File: config.mk
export PLATFORM = sky130hd
export DESIGN_NAME = hazard_unit_sb
export DESIGN_NICKNAME = d
export VERILOG_FILES = /design/src/rtl/hazard_pkg.sv /design/src/rtl/mdu_scoreboard.sv /design/src/rtl/hazard_unit_sb.sv
export SDC_FILE = /design/constraint.sdc
export NUM_CORES = 1
export LEC_CHECK = 0
export BUFFER_PORTS_ARGS = -buffer_cell sky130_fd_sc_hd__buf_2
export CAP_MARGIN = 40
export CORE_ASPECT_RATIO = 1.2
export CORE_UTILIZATION = 50
export DETAILED_ROUTE_END_ITERATION = 7
export PLACE_DENSITY_LB_ADDON = 0.25
export SLEW_MARGIN = 0
export SYNTH_ARGS = -nofsm -noshare
export SYNTH_HDL_FRONTEND = slang
export SYNTH_SLANG_ARGS = --single-unit
File: constraint.sdc
create_clock -name clk -period 2.75 [get_ports clk]
set_input_delay 0.275 -clock clk [delete_from_list [all_inputs] [get_ports clk]]
set_output_delay 0.275 -clock clk [all_outputs]
set_load 0.01 [all_outputs]
File: src/rtl/hazard_pkg.sv
// Shared constants for the hazard unit: forwarding selects and default widths.
package hazard_pkg;
    localparam int unsigned REG_AW_DEF = 5;
    localparam int unsigned MDU_CNT_W  = 4;   // holds MDU_OUT (<=7) plus one issue

    localparam logic [1:0] FWD_RF  = 2'b00;
    localparam logic [1:0] FWD_W   = 2'b01;
    localparam logic [1:0] FWD_M   = 2'b10;
    localparam logic [1:0] FWD_MDU = 2'b11;
endpackage

File: src/rtl/mdu_scoreboard.sv
// Pending-write scoreboard for MDU destinations plus the in-flight op counter.
module mdu_scoreboard
    import hazard_pkg::*;
#(
    parameter int unsigned REG_AW  = REG_AW_DEF,
    parameter int unsigned MDU_OUT = 2
) (
    input  logic              clk,
    input  logic              reset,
    input  logic              issue,
    input  logic [REG_AW-1:0] issue_rd,
    input  logic              done,
    input  logic [REG_AW-1:0] done_rd,
    input  logic [REG_AW-1:0] rs1,
    input  logic [REG_AW-1:0] rs2,
    input  logic [REG_AW-1:0] rd,
    input  logic              mdu_op,
    output logic              pend_rs1,
    output logic              pend_rs2,
    output logic              pend_rd,
    output logic              full,
    output logic              cnt_err
);
    localparam int unsigned NUM_REGS = 1 << REG_AW;

    logic [NUM_REGS-1:0]  sb;
    logic [NUM_REGS-1:0]  sb_next;
    logic [MDU_CNT_W-1:0] cnt;
    logic [MDU_CNT_W-1:0] eff;

    // An op issuing this cycle already counts as pending for D-stage lookups.
    function automatic logic pend_of(input logic [NUM_REGS-1:0] vec,
                                     input logic iss,
                                     input logic [REG_AW-1:0] iss_rd,
                                     input logic [REG_AW-1:0] r);
        return (r != '0) && (vec[r] || (iss && (iss_rd == r)));
    endfunction

    always_comb begin
        pend_rs1 = pend_of(sb, issue, issue_rd, rs1);
        pend_rs2 = pend_of(sb, issue, issue_rd, rs2);
        pend_rd  = pend_of(sb, issue, issue_rd, rd);
    end

    // (cnt + issue - done) >= MDU_OUT, rearranged to stay unsigned
    always_comb begin
        eff  = cnt + MDU_CNT_W'(issue);
        full = mdu_op && (eff >= (MDU_CNT_W'(MDU_OUT) + MDU_CNT_W'(done)));
    end

    always_comb begin
        cnt_err = (issue && !done && (cnt == MDU_CNT_W'(MDU_OUT))) ||
                  (done && !issue && (cnt == '0));
    end

    // Clear first so a same-index issue in the same cycle wins.
    always_comb begin
        sb_next = sb;
        if (done) begin
            sb_next[done_rd] = 1'b0;
        end
        if (issue && (issue_rd != '0)) begin
            sb_next[issue_rd] = 1'b1;
        end
        sb_next[0] = 1'b0;
    end

    always_ff @(posedge clk) begin
        if (reset) begin
            sb  <= '0;
            cnt <= '0;
        end else begin
            sb <= sb_next;
            if (issue && !done && (cnt != MDU_CNT_W'(MDU_OUT))) begin
                cnt <= cnt + 1'b1;
            end else if (done && !issue && (cnt != '0)) begin
                cnt <= cnt - 1'b1;
            end
        end
    end
endmodule

File: src/rtl/hazard_unit_sb.sv
// Pipeline hazard unit: forwarding, load-use / MDU scoreboard stalls, branch flush,
// stall-cycle counter and scoreboard-stall watchdog.
module hazard_unit_sb
    import hazard_pkg::*;
#(
    parameter int unsigned REG_AW   = REG_AW_DEF,
    parameter int unsigned MDU_OUT  = 2,
    parameter int unsigned WDOG_LIM = 64,
    parameter int unsigned CNT_W    = 32
) (
    input  logic              clk,
    input  logic              reset,
    input  logic [REG_AW-1:0] Rs1D,
    input  logic [REG_AW-1:0] Rs2D,
    input  logic [REG_AW-1:0] RdD,
    input  logic              MduOpD,
    input  logic [REG_AW-1:0] Rs1E,
    input  logic [REG_AW-1:0] Rs2E,
    input  logic [REG_AW-1:0] RdE,
    input  logic              ResultSrcE,
    input  logic              PCSrcE,
    input  logic              MduIssueE,
    input  logic [REG_AW-1:0] RdM,
    input  logic              RegWriteM,
    input  logic [REG_AW-1:0] RdW,
    input  logic              RegWriteW,
    input  logic              MduDoneW,
    input  logic [REG_AW-1:0] MduRdW,
    output logic              StallF,
    output logic              StallD,
    output logic              FlushD,
    output logic              FlushE,
    output logic [1:0]        ForwardAE,
    output logic [1:0]        ForwardBE,
    output logic [CNT_W-1:0]  StallCount,
    output logic              HazardErr
);
    localparam int unsigned WD_W = $clog2(WDOG_LIM + 1);

    logic pend_rs1, pend_rs2, pend_rd, full_stall, cnt_err;
    logic lw_stall, sb_stall, stall;
    logic [WD_W-1:0] wdog, wdog_next;

    mdu_scoreboard #(
        .REG_AW  (REG_AW),
        .MDU_OUT (MDU_OUT)
    ) u_sb (
        .clk      (clk),
        .reset    (reset),
        .issue    (MduIssueE),
        .issue_rd (RdE),
        .done     (MduDoneW),
        .done_rd  (MduRdW),
        .rs1      (Rs1D),
        .rs2      (Rs2D),
        .rd       (RdD),
        .mdu_op   (MduOpD),
        .pend_rs1 (pend_rs1),
        .pend_rs2 (pend_rs2),
        .pend_rd  (pend_rd),
        .full     (full_stall),
        .cnt_err  (cnt_err)
    );

    function automatic logic [1:0] fwd_sel(input logic [REG_AW-1:0] rs,
                                           input logic wm, input logic [REG_AW-1:0] rdm,
                                           input logic md, input logic [REG_AW-1:0] mrd,
                                           input logic ww, input logic [REG_AW-1:0] rdw);
        if (rs == '0)               return FWD_RF;
        if (wm && (rdm == rs))      return FWD_M;
        if (md && (mrd == rs))      return FWD_MDU;
        if (ww && (rdw == rs))      return FWD_W;
        return FWD_RF;
    endfunction

    always_comb begin
        ForwardAE = fwd_sel(Rs1E, RegWriteM, RdM, MduDoneW, MduRdW, RegWriteW, RdW);
        ForwardBE = fwd_sel(Rs2E, RegWriteM, RdM, MduDoneW, MduRdW, RegWriteW, RdW);
    end

    always_comb begin
        lw_stall = ResultSrcE && (RdE != '0) && ((Rs1D == RdE) || (Rs2D == RdE));
        sb_stall = pend_rs1 || pend_rs2 || pend_rd;
        stall    = lw_stall || sb_stall || full_stall;
    end

    // A taken branch discards the D instruction, so it overrides any stall.
    always_comb begin
        if (PCSrcE) begin
            StallF = 1'b0;
            StallD = 1'b0;
            FlushD = 1'b1;
            FlushE = 1'b1;
        end else begin
            StallF = stall;
            StallD = stall;
            FlushD = 1'b0;
            FlushE = stall;
        end
    end

    always_comb begin
        wdog_next = '0;
        if (sb_stall && !PCSrcE) begin
            wdog_next = (wdog == WD_W'(WDOG_LIM)) ? wdog : wdog + 1'b1;
        end
    end

    always_ff @(posedge clk) begin
        if (reset) begin
            StallCount <= '0;
            wdog       <= '0;
            HazardErr  <= 1'b0;
        end else begin
            if (StallD && (StallCount != '1)) begin
                StallCount <= StallCount + 1'b1;
            end
            wdog <= wdog_next;
            if (cnt_err || (wdog_next == WD_W'(WDOG_LIM))) begin
                HazardErr <= 1'b1;
            end
        end
    end
endmodule

==> results of run 1 <==
[power by group through the flow]
stage                     Combinational [µW]  Clock (µW)  Sequential, µW
after floorplan                          417           0            1190
after global placement                   613           0            1180
after detailed placement                 635           0            1180
after CTS                                654        1390            1160
after global routing                     741        1440            1160
final                                    674        1380            1160
[per-stage QoR]
step | area [µm²] | hold slack [ps]
final | 6440 | 319
after CTS | 6370 | 311
after global routing | 6440 | 339
after detailed placement | 5980 | 496
after floorplan | 5240 | 460
after global placement | 5980 | 488
[flip-flops by register name, indices dropped and copies added (netlist names)]
signal,cells
HazardErr,1
StallCount,32
u_sb.cnt,4
u_sb.sb,31
wdog,7
[what timing repair did]
| item | 4_1_cts | 5_1_grt |
|---|---|---|
| resized for setup | 8 | 15 |
| hold buffers | 0 | 0 |
| buffers inserted | 3 | 2 |
| setup endpoints to repair | 3 | 19 |
| pin swaps | 4 | 8 |
[layout make-up]
class                           count  area [µm²]
Multi-Input combinational cell    509        3560
Clock buffer                       10         239
Timing Repair Buffer              137         821
Fill cell                         903        3670
Inverter                           12        45.0
Clock inverter                      6         113
Sequential cell                    75        1510
Tap cell                          126         158
[how the worst min path moves through the flow]
stage	startpoint	end	slack [ps]
2_1_floorplan	PCSrcE	StallCount[28]$_SDFFE_PP0P_	460
3_3_place_gp	StallCount[31]$_SDFFE_PP0P_	StallCount[31]$_SDFFE_PP0P_	490
3_5_place_dp	StallCount[29]$_SDFFE_PP0P_	StallCount[29]$_SDFFE_PP0P_	500
4_1_cts	PCSrcE	StallCount[28]$_SDFFE_PP0P_	310
5_1_grt	PCSrcE	StallCount[28]$_SDFFE_PP0P_	340
6_report	PCSrcE	StallCount[28]$_SDFFE_PP0P_	320
[metal layers]
metal,vias to the layer above,wire length [µm],GRT usage,share of wire
met5,-,0,0,0
met4,0,553,0.170,0.036
met3,41,824,0.0505,0.054
met2,207,7830,0.499,0.51
met1,2549,6160,0.336,0.40
li1,2538,-,-,-
[kinds of logic (layout without fill, tap and decap cells)]
kind of cell,count (synthesis),after routing,synth area share
AO/OA/AOI/OAI,153,153,0.171
multiplexers,39,39,0.124
buffers and inverters,51,165,0.0468
XOR/XNOR,57,57,0.0952
flip-flops,75,75,0.286
AND/OR/NAND/NOR,251,251,0.254
adder cells (fa/ha/maj),9,9,0.0229
[synthesized netlist by cell type (all sizes together) (14+ instances only)]
cell type | n | area, µm²
nand3 | 23 | 115
o21ai | 52 | 272
nor3 | 14 | 75.1
mux4 | 18 | 413
or3 | 21 | 131
buf | 14 | 105
xor2 | 32 | 280
nand2 | 65 | 244
nor2 | 42 | 165
a21oi | 63 | 315
clkbuf | 25 | 95.1
dfxtp | 75 | 1500
xnor2 | 25 | 219
[worst min-delay path: stages]
cell	delay, ps
buf_2	140
or4_1	130
a21oi_1	60
==> results by group, run 1 <==
Clocking
  – TritonCTS Buffers: 9
  – Clk root buf: clkbuf_16
  – Clock sinks: 75
  – Clock Latency Late Sink: 340 ps
  – H-tree levels: 3
  – CTS tree: done
  – CTS Buffer Depth: 2
  – Clk slew on worst S/H paths: 60 ps

Route
  – DR vias/cell: 6.10
  – Routed WL per cell: 17.6 µm
  – Iteration-0 DRC Markers: 274
  – Vias post-DR: 5335
  – Total Wirelength: 15400 µm
  – Post-route DRC violation count: 0
  – TritonRoute pass-1 iters: 5
  – Post-route ant nets: 0

Pwr
  – NetSw: 885 µW
  – Sequential power share: 0.360
  – Leak: 0.00246 µW
  – Pint: 2330 µW
  – Switching Fraction: 0.275
  – Power per cell area: 500 nW/µm²
  – Combinational Power Share: 0.210
  – Clock power frac: 0.430
  – Peak VDD IR: 0.364 mV
  – Power Total: 3220 µW

Global route
  – Antenna violations before repair: 0
  – Largest net degree at the start of global routing: 32
  – Global-route wire length before repair: 24500 µm
  – GRT overflow: 0
  – Vias in the first global route: 5092
  – Total GRT Usage: 0.291

Die
  – Placeable core area: 10100 µm²
  – Initial Utilization: 0.519
  – IO Pins: 95
  – Height of the die: 114 µm
  – Die Width: 95.5 µm
  – Die area: 10900 µm²
  – # rows: 40

Critical path
  – Setup CP Type: register to register
  – Worst Setup EP: StallCount[15]$_SDFFE_PP0P_
  – FF-to-FF setup slack: 6 ps
  – Data required, critical path: 2980 ps
  – R2r endpoint: StallCount[15]$_SDFFE_PP0P_
  – Critical Path Start: u_sb.sb[12]$_SDFF_PP0_
  – CP max-delay cell: mux4_2
  – Crit path cell chain: mux4_2, mux2_4, a221oi_2, a2bb2oi_2, o221ai_4, buf_6, o21ai_4, buf_6, nor3_2, mux2_4
  – CP delay by family, top: multiplexers
  – CP startpoint kind: register
  – Critical Path End Type: register
  – Worst path max stage delay: 470 ps
  – Worst-path fanout max: 6
  – Worst r2r path cells: 10
  – Reg-to-reg startpoint: u_sb.sb[12]$_SDFF_PP0_
  – CP Depth: 10
  – Arrival @ worst endpoint: 2970 ps
  – CP bufs+invs: 2

STA
  – Worst-case clock skew: 5.70 ps
  – Fin. max-slew vios: 0
  – Slew at the pin closest to its max-slew limit: 740 ps
  – RSZ-0062 raised after global routing: true
  – Final setup vio count: 0
  – Final worst setup slack: 5.89 ps
  – F_max: 364 MHz
  – Total negative slack: 0 ps
  – Slew headroom: 0.505
  – Minimum clock period: 2740 ps
  – Fin. Hold Viols: 0
  – Crit share post-route: 0.998

Worst hold path
  – WHS Path Cells: 3
  – Worst min-delay path category: primary input to register

Layout
  – Diodes inserted: 0
  – Most frequent cells in the layout: buf_2, dfxtp_1, nand2_1
  – Core Util, Final: 0.637
  – Final nets: 807
  – Fin cells: 875
  – Layout cells sized above 1: 0.270
  – Layout Area Growth over Synthesis: 22.8%
  – Commonest non-fill, non-tap cell in the layout: buf_2

Place
  – Setup WS pre-CTS: -114 ps
  – Cells after DPL: 854
  – Port Buffers: 94
  – GPL Wtd Cong: 0.961
  – HPWL after DPL: 11400 µm

Synth
  – Syn. warnings: 0
  – Post-Synthesis Mean Instance Area: 8.26 µm²
  – Sequential area share after synthesis: 0.286
  – Post-Syn Nets: 698
  – Post-synthesis cell area: 5240 µm²
  – Asr flop ratio synth: 0
  – Synth cell types: 59
  – Synth Register Bits: 75
  – Predominant post-synthesis flop cell: dfxtp_1
  – Post-synthesis cell count: 635
  – Post-synth EDFFs: 0

Outcome
  – Outcome: finished clean

Flow run
  – Max Cap Violations: 0
Power figures use the tool's default switching activity.
==> inputs of run 2 (changes only) <==
Settings changed: CELL_PAD_IN_SITES_DETAIL_PLACEMENT set to 1, CELL_PAD_IN_SITES_GLOBAL_PLACEMENT set to 1, CORE_UTILIZATION 50 to 38.
==> results by group, run 2 (same netlist as run 1, synthesis figures left out) <==
STA
  – Minimum clock period: 2830 ps (was 2740 ps)
  – Final setup vio count: 3 (was 0)
  – F_max: 354 MHz (was 364 MHz)
  – Worst-case clock skew: 8.26 ps (was 5.70 ps)
  – Fin Hold WS: 295 ps (was 319 ps)
  – Final worst setup slack: -77.9 ps (was 5.89 ps)
  – Fin. Hold Viols: 0 (unchanged)
  – Fin. max-slew vios: 0 (unchanged)
  – Crit share post-route: 1.03 (was 0.998)
  – RSZ-0062 raised after global routing: true (unchanged)
  – Slew at the pin closest to its max-slew limit: 819 ps (was 740 ps)
  – Slew headroom: 0.454 (was 0.505)

Clocking
  – H-tree levels: 3 (unchanged)
  – Clock Latency Late Sink: 350 ps (was 340 ps)
  – Clk slew on worst S/H paths: 60 ps (about the same)
  – Clk root buf: clkbuf_16 (unchanged)
  – TritonCTS Buffers: 9 (unchanged)
  – CTS tree: done (unchanged)
  – CTS Buffer Depth: 2 (unchanged)
  – Clock sinks: 75 (unchanged)
  – CTS Hold Bufs: 0 (unchanged)

Pwr
  – Leak: 0.00248 µW (was 0.00246 µW)
  – Pint: 2400 µW (was 2330 µW)
  – Peak VDD IR: 0.333 mV (was 0.364 mV)
  – Switching Fraction: 0.278 (was 0.275)
  – Power per cell area: 509 nW/µm² (was 500 nW/µm²)
  – Sequential power share: 0.352 (was 0.360)
  – Combinational Power Share: 0.210 (about the same)
  – Clock power frac: 0.438 (was 0.430)
  – NetSw: 923 µW (was 885 µW)

Global route
  – Vias in the first global route: 5487 (was 5092)
  – Largest net degree at the start of global routing: 44 (was 32)
  – Global-route met1 utilization: 0.293 (was 0.336)
  – Total GRT Usage: 0.254 (was 0.291)
  – GRT overflow: 0 (unchanged)
  – Global-route wire length before repair: 28000 µm (was 24500 µm)
  – Met3 Track Usage GR: 0.0451 (was 0.0505)
  – Most Crowded Layer GR: met2 (unchanged)
  – GR Layer Usage met2: 0.456 (was 0.499)
  – Antenna violations before repair: 0 (unchanged)

Outcome
  – Failing checks: setup timing
  – Outcome: complete, but fails checks (was finished clean)

Die
  – # rows: 46 (was 40)
  – Initial Utilization: 0.393 (was 0.519)
  – Die area: 14300 µm² (was 10900 µm²)
  – Height of the die: 131 µm (was 114 µm)
  – Placeable core area: 13400 µm² (was 10100 µm²)
  – Die Width: 109 µm (was 95.5 µm)
  – IO Pins: 95 (unchanged)

Critical path
  – Setup CP Type: register to output port (was register to register)
  – Worst path max stage delay: 470 ps (about the same)
  – R2r endpoint: StallCount[22]$_SDFFE_PP0P_ (was StallCount[15]$_SDFFE_PP0P_)
  – CP startpoint kind: register (unchanged)
  – Arrival @ worst endpoint: 2550 ps (was 2970 ps)
  – Worst-path fanout max: 4 (was 6)
  – FF-to-FF setup slack: 10 ps (was 6 ps)
  – CP max-delay cell: mux4_2 (unchanged)
  – Critical Path End Type: output port (was register)
  – Worst r2r path cells: 10 (unchanged)
  – Critical Path Start: u_sb.sb[13]$_SDFF_PP0_ (was u_sb.sb[12]$_SDFF_PP0_)
  – Crit path cell chain: mux4_2, mux2_4, a221oi_4, a2bb2oi_2, o221ai_4, nor2_4, buf_6, nand2_2, buf_6 (was mux4_2, mux2_4, a221oi_2, a2bb2oi_2, o221ai_4, buf_6, o21ai_4, buf_6, nor3_2, mux2_4)
  – Crit path top cell by count: buf_6
  – Worst Setup EP: FlushE (was StallCount[15]$_SDFFE_PP0P_)
  – Data required, critical path: 2480 ps (was 2980 ps)
  – Reg-to-reg startpoint: u_sb.sb[13]$_SDFF_PP0_ (was u_sb.sb[12]$_SDFF_PP0_)

Route
  – Total Wirelength: 17900 µm (was 15400 µm)
  – Iteration-0 DRC Markers: 219 (was 274)
  – Vias post-DR: 5315 (was 5335)
  – TritonRoute pass-1 iters: 4 (was 5)
  – Routed WL per cell: 19.7 µm (was 17.6 µm)
  – Post-route ant nets: 0 (unchanged)
  – DR vias/cell: 5.82 (was 6.10)
  – Post-route DRC violation count: 0 (unchanged)

Place
  – HPWL after DPL: 13100 µm (was 11400 µm)
  – Cells after DPL: 891 (was 854)
  – DP Area: 5990 µm² (was 5980 µm²)
  – Setup WS pre-CTS: -217 ps (was -114 ps)
  – Port Buffers: 94 (unchanged)
  – GPL Wtd Cong: 0.911 (was 0.961)

Layout
  – Layout cells sized above 1: 0.274 (was 0.270)
  – Largest register FFs: 32 (unchanged)
  – Final nets: 803 (was 807)
  – Most flop-heavy register: StallCount (unchanged)
  – Diodes inserted: 0 (unchanged)
  – Layout Area Growth over Synthesis: 24.6% (was 22.8%)
  – Fin cells: 913 (was 875)
  – Core Util, Final: 0.489 (was 0.637)
  – Final design area excluding fillers: 6530 µm² (was 6440 µm²)
  – Commonest non-fill, non-tap cell in the layout: buf_2 (unchanged)
  – Most frequent cells in the layout: buf_2, dfxtp_1, nand2_1 (unchanged)
  – Leading registers by flop count: StallCount: 32 flops, u_sb.sb: 31 flops, wdog: 7 flops (unchanged)
  – Fill cells: 1628 (was 903)

Flow run
  – Max Cap Violations: 0 (unchanged)

Worst hold path
  – Worst min-delay path category: primary input to register (unchanged)
[run 2: cell count changes in the layout (fill, tap and decap cells not counted), sizes merged]
cell / delta
buf: -6
clkbuf: +3
clkinv: -2
bufinv: +1
[run 2: final cells by class]
type	instances	area, µm²	area share
clock buffers	11	233	0.0356
clock inverters	5	125	0.0191
inverters	12	45.0	0.00689
multi-input cells	509	3570	0.546
flip-flops and latches	75	1520	0.232
well taps	168	210	0.0322
repair buffers	133	833	0.128
[run 2: how the worst min path moves through the flow]
stage / from / to / slack, ps / cells after the start
4_1_cts: PCSrcE / StallCount[28]$_SDFFE_PP0P_ / 280 / 3
6_report: PCSrcE / StallCount[28]$_SDFFE_PP0P_ / 300 / 3
2_1_floorplan: PCSrcE / StallCount[28]$_SDFFE_PP0P_ / 460 / 2
5_1_grt: PCSrcE / StallCount[28]$_SDFFE_PP0P_ / 340 / 3
3_5_place_dp: StallCount[26]$_SDFFE_PP0P_ / StallCount[26]$_SDFFE_PP0P_ / 500 / 2
3_3_place_gp: StallCount[26]$_SDFFE_PP0P_ / StallCount[26]$_SDFFE_PP0P_ / 480 / 2
[run 2: repair_timing]
action / 4_1_cts / 5_1_grt
gates resized for setup: 20 / 10
endpoints found under the setup margin: 5 / 27
buffers inserted: 4 / 2
pin swaps: 5 / 3
gates cloned: 0 / 2
[run 2: per-stage QoR]
step                      setup TNS [ps]  power (µW)
after floorplan                        0        1610
after global placement              -590        1820
after detailed placement           -5680        1860
after CTS                           -292        3340
after global routing               -2070        3450
final                               -226        3320
[run 2: layer usage]
layer  vias up  share of wire
met5         -              0
met4         0          0.036
met3        41          0.045
met1      2595           0.41
met2       146           0.51
li1       2533              -
[run 2: power groups by stage]
stage | clock (µW) | combinational, µW | sequential, µW
2_1_floorplan | 0 | 417 | 1190
3_3_place_gp | 0 | 625 | 1190
3_5_place_dp | 0 | 662 | 1190
4_1_cts | 1470 | 699 | 1170
5_1_grt | 1510 | 766 | 1180
6_report | 1450 | 699 | 1170
[run 2: worst max-delay path: cells and delay by family (launching register included)]
kind                   cells  cell delay [ps]
multiplexers               2              760
AO/OA/AOI/OAI              3              660
flip-flops                 1              350
buffers and inverters      2              250
AND/OR/NAND/NOR            2              190
==> inputs of run 3 (changes only) <==
Settings changed: SYNTH_HIERARCHICAL set to 1.
==> results by group, run 3 <==
Outcome
  – Outcome: complete, but fails checks (unchanged)
  – Failing checks: setup timing (unchanged)

Pwr
  – Leak: 0.00271 µW (was 0.00248 µW)
  – Peak VDD IR: 0.271 mV (was 0.333 mV)
  – Power per cell area: 450 nW/µm² (was 509 nW/µm²)
  – Power Total: 3150 µW (was 3320 µW)

Die
  – Height of the die: 132 µm (was 131 µm)
  – IO Pins: 95 (unchanged)
  – Die area: 14600 µm² (was 14300 µm²)
  – Placeable core area: 13800 µm² (was 13400 µm²)
  – # rows: 47 (was 46)
  – Die Width: 111 µm (was 109 µm)
  – Initial Utilization: 0.389 (was 0.393)

STA
  – Worst-case clock skew: 4.89 ps (was 8.26 ps)
  – Slew at the pin closest to its max-slew limit: 923 ps (was 819 ps)
  – F_max: 342 MHz (was 354 MHz)
  – Slew headroom: 0.379 (was 0.454)
  – RSZ-0062 raised after global routing: true (unchanged)
  – Crit share post-route: 1.06 (was 1.03)
  – Final setup vio count: 35 (was 3)
  – Final worst setup slack: -171 ps (was -77.9 ps)
  – Fin. max-slew vios: 0 (unchanged)
  – Total negative slack: -3660 ps (was -226 ps)
  – Fin. Hold Viols: 0 (unchanged)
  – Minimum clock period: 2920 ps (was 2830 ps)

Worst hold path
  – Worst min-delay path category: primary input to register (unchanged)
  – WHS Path Cells: 2 (was 3)

Clocking
  – Clk slew on worst S/H paths: 60 ps (about the same)
  – CTS Buffer Depth: 2 (unchanged)
  – Clock sinks: 75 (unchanged)
  – H-tree levels: 3 (unchanged)
  – Clock Latency Late Sink: 350 ps (about the same)
  – TritonCTS Buffers: 9 (unchanged)
  – CTS tree: done (unchanged)
  – CTS Hold Bufs: 0 (unchanged)
  – Clk root buf: clkbuf_16 (unchanged)

Critical path
  – Arrival @ worst endpoint: 3130 ps (was 2550 ps)
  – FF-to-FF setup slack: -170 ps (was 10 ps)
  – Critical Path End Type: register (was output port)
  – Worst r2r path cells: 13 (was 10)
  – CP startpoint kind: register (unchanged)
  – R2r endpoint: StallCount[17]$_SDFFE_PP0P_ (was StallCount[22]$_SDFFE_PP0P_)
  – Worst Setup EP: StallCount[17]$_SDFFE_PP0P_ (was FlushE)
  – Data required, critical path: 2960 ps (was 2480 ps)
  – Worst-path fanout max: 8 (was 4)
  – Critical Path Start: u_sb/sb[19]$_SDFF_PP0_ (was u_sb.sb[13]$_SDFF_PP0_)
  – Reg-to-reg startpoint: u_sb/sb[19]$_SDFF_PP0_ (was u_sb.sb[13]$_SDFF_PP0_)
  – Setup CP Type: register to register (was register to output port)

Global route
  – Total GRT Usage: 0.259 (was 0.254)
  – Largest net degree at the start of global routing: 34 (was 44)
  – Antenna violations before repair: 0 (unchanged)
  – Global-route wire length before repair: 30500 µm (was 28000 µm)
  – GRT overflow: 0 (unchanged)
  – Vias in the first global route: 6164 (was 5487)

Synth
  – Post-synthesis cell area: 5370 µm² (was 5240 µm²)
  – Sequential area share after synthesis: 0.280 (was 0.286)
  – Post-synthesis cell count: 648 (was 635)
  – Syn. warnings: 6 (was 0)
  – Post-synth EDFFs: 0 (unchanged)
  – Post-Syn Nets: 711 (was 698)
  – Post-Synthesis Mean Instance Area: 8.29 µm² (was 8.26 µm²)
  – Asr flop ratio synth: 0 (unchanged)
  – Most area-consuming cells after synthesis: dfxtp_1, a21oi_1, xnor2_1 (was dfxtp_1, mux4_2, a21oi_1)
  – Synth cell types: 61 (was 59)
  – Most common library cells after synthesis: dfxtp_1, a21oi_1, o21ai_0 (was dfxtp_1, nand2_1, a21oi_1)
  – Synth Register Bits: 75 (unchanged)
  – Most common cell in the netlist: dfxtp_1 (unchanged)
  – Leading area contributor after synthesis: dfxtp_1 (unchanged)
  – Yosys top cell area share: 0.280 (was 0.286)
  – Predominant post-synthesis flop cell: dfxtp_1 (unchanged)

Layout
  – Layout Area Growth over Synthesis: 30.6% (was 24.6%)
  – Commonest non-fill, non-tap cell in the layout: buf_2 (unchanged)
  – Final nets: 854 (was 803)
  – Fill cells: 1663 (was 1628)
  – Leading registers by flop count: StallCount: 32 flops, u_sb/sb: 31 flops, wdog: 7 flops (was StallCount: 32 flops, u_sb.sb: 31 flops, wdog: 7 flops)
  – Most flop-heavy register: StallCount (unchanged)
  – Layout cells sized above 1: 0.334 (was 0.274)
  – Final design area excluding fillers: 7010 µm² (was 6530 µm²)
  – Most frequent cells in the layout: buf_2, buf_4, a21oi_1 (was buf_2, dfxtp_1, nand2_1)
  – Largest register FFs: 32 (unchanged)

Route
  – Total Wirelength: 18500 µm (was 17900 µm)
  – Iteration-0 DRC Markers: 351 (was 219)
  – DR vias/cell: 5.84 (was 5.82)
  – Vias post-DR: 5651 (was 5315)
  – TritonRoute pass-1 iters: 4 (unchanged)
  – Post-route DRC violation count: 0 (unchanged)
  – Routed WL per cell: 19.1 µm (was 19.7 µm)
  – Post-route ant nets: 0 (unchanged)

Place
  – Port Buffers: 94 (unchanged)
  – GPL Wtd Cong: 0.934 (was 0.911)
  – HPWL after DPL: 13900 µm (was 13100 µm)
  – DP Area: 6330 µm² (was 5990 µm²)
  – Setup WS pre-CTS: -305 ps (was -217 ps)

Flow run
  – Max Cap Violations: 0 (unchanged)
run 3: cell families (layout without fill, tap and decap cells):
family | after synthesis | in the layout | share of synthesized area
flops | 75 | 75 | 0.280
mux | 36 | 36 | 0.109
fa+ha+maj | 9 | 9 | 0.0224
simple gates | 236 | 236 | 0.241
buf+inv | 50 | 198 | 0.0459
other cells | 0 | 1 | 0
xor+xnor | 67 | 67 | 0.109
compound gates | 175 | 175 | 0.193
run 3: worst min path at each step:
stage / endpoint / start
global placement: StallCount[23]$_SDFFE_PP0P_ / StallCount[23]$_SDFFE_PP0P_
floorplan: u_sb/sb[29]$_SDFF_PP0_ / u_sb/sb[29]$_SDFF_PP0_
global route: u_sb/sb[19]$_SDFF_PP0_ / RdE[3]
CTS: StallCount[16]$_SDFFE_PP0P_ / reset
detailed placement: HazardErr$_SDFFE_PP0P_ / HazardErr$_SDFFE_PP0P_
finish: StallCount[16]$_SDFFE_PP0P_ / reset
run 3: power breakdown:
part	switching, µW	total (µW)	internal [µW]
registers	38.0	1160	1120
clock network	500	1230	727
logic	420	768	348
total	958	3150	2190
run 3: metal layers:
metal  track usage  vias up  wire length (µm)
met1         0.280     2781              7440
met3        0.0441       37               762
met4         0.123        0               510
met2         0.487      154              9820
met5             0        -                 0
li1              -     2679                 -
run 3: layout make-up:
cell class,count,area [µm²],share of cell area
Antenna cell,1,2.50,0.000357
Clock buffer,10,239,0.0341
Clock inverter,6,63.8,0.00910
Inverter,19,71.3,0.0102
Multi-Input combinational cell,523,3850,0.549
Sequential cell,75,1530,0.218
Tap cell,171,214,0.0305
Timing Repair Buffer,163,1040,0.149
run 3: worst max-delay path, stage by stage (launching register included):
cell      delay (ps)
dfxtp_2          350
mux4_2           470
nand2_1           80
o21ai_0          120
o41ai_2          330
a21oi_2           90
buf_4            160
nor4_4           360
a221oi_4         140
buf_4            210
o211ai_1          90
buf_4            200
or3_4            140
a21oi_2           40
run 3: what timing repair did:
action | CTS | global route
pin swaps | 21 | 33
setup endpoints to repair | 19 | 35
buffers inserted | 10 | 2
gates cloned | 1 | 0
resized for setup | 44 | 44
run 3: per-stage QoR:
stage,hold slack [ps],cells,utilization
after floorplan,468,648,-
after global placement,480,938,0.458
after detailed placement,500,938,0.458
after CTS,456,965,0.496
after global routing,511,967,0.507
final,467,968,0.507
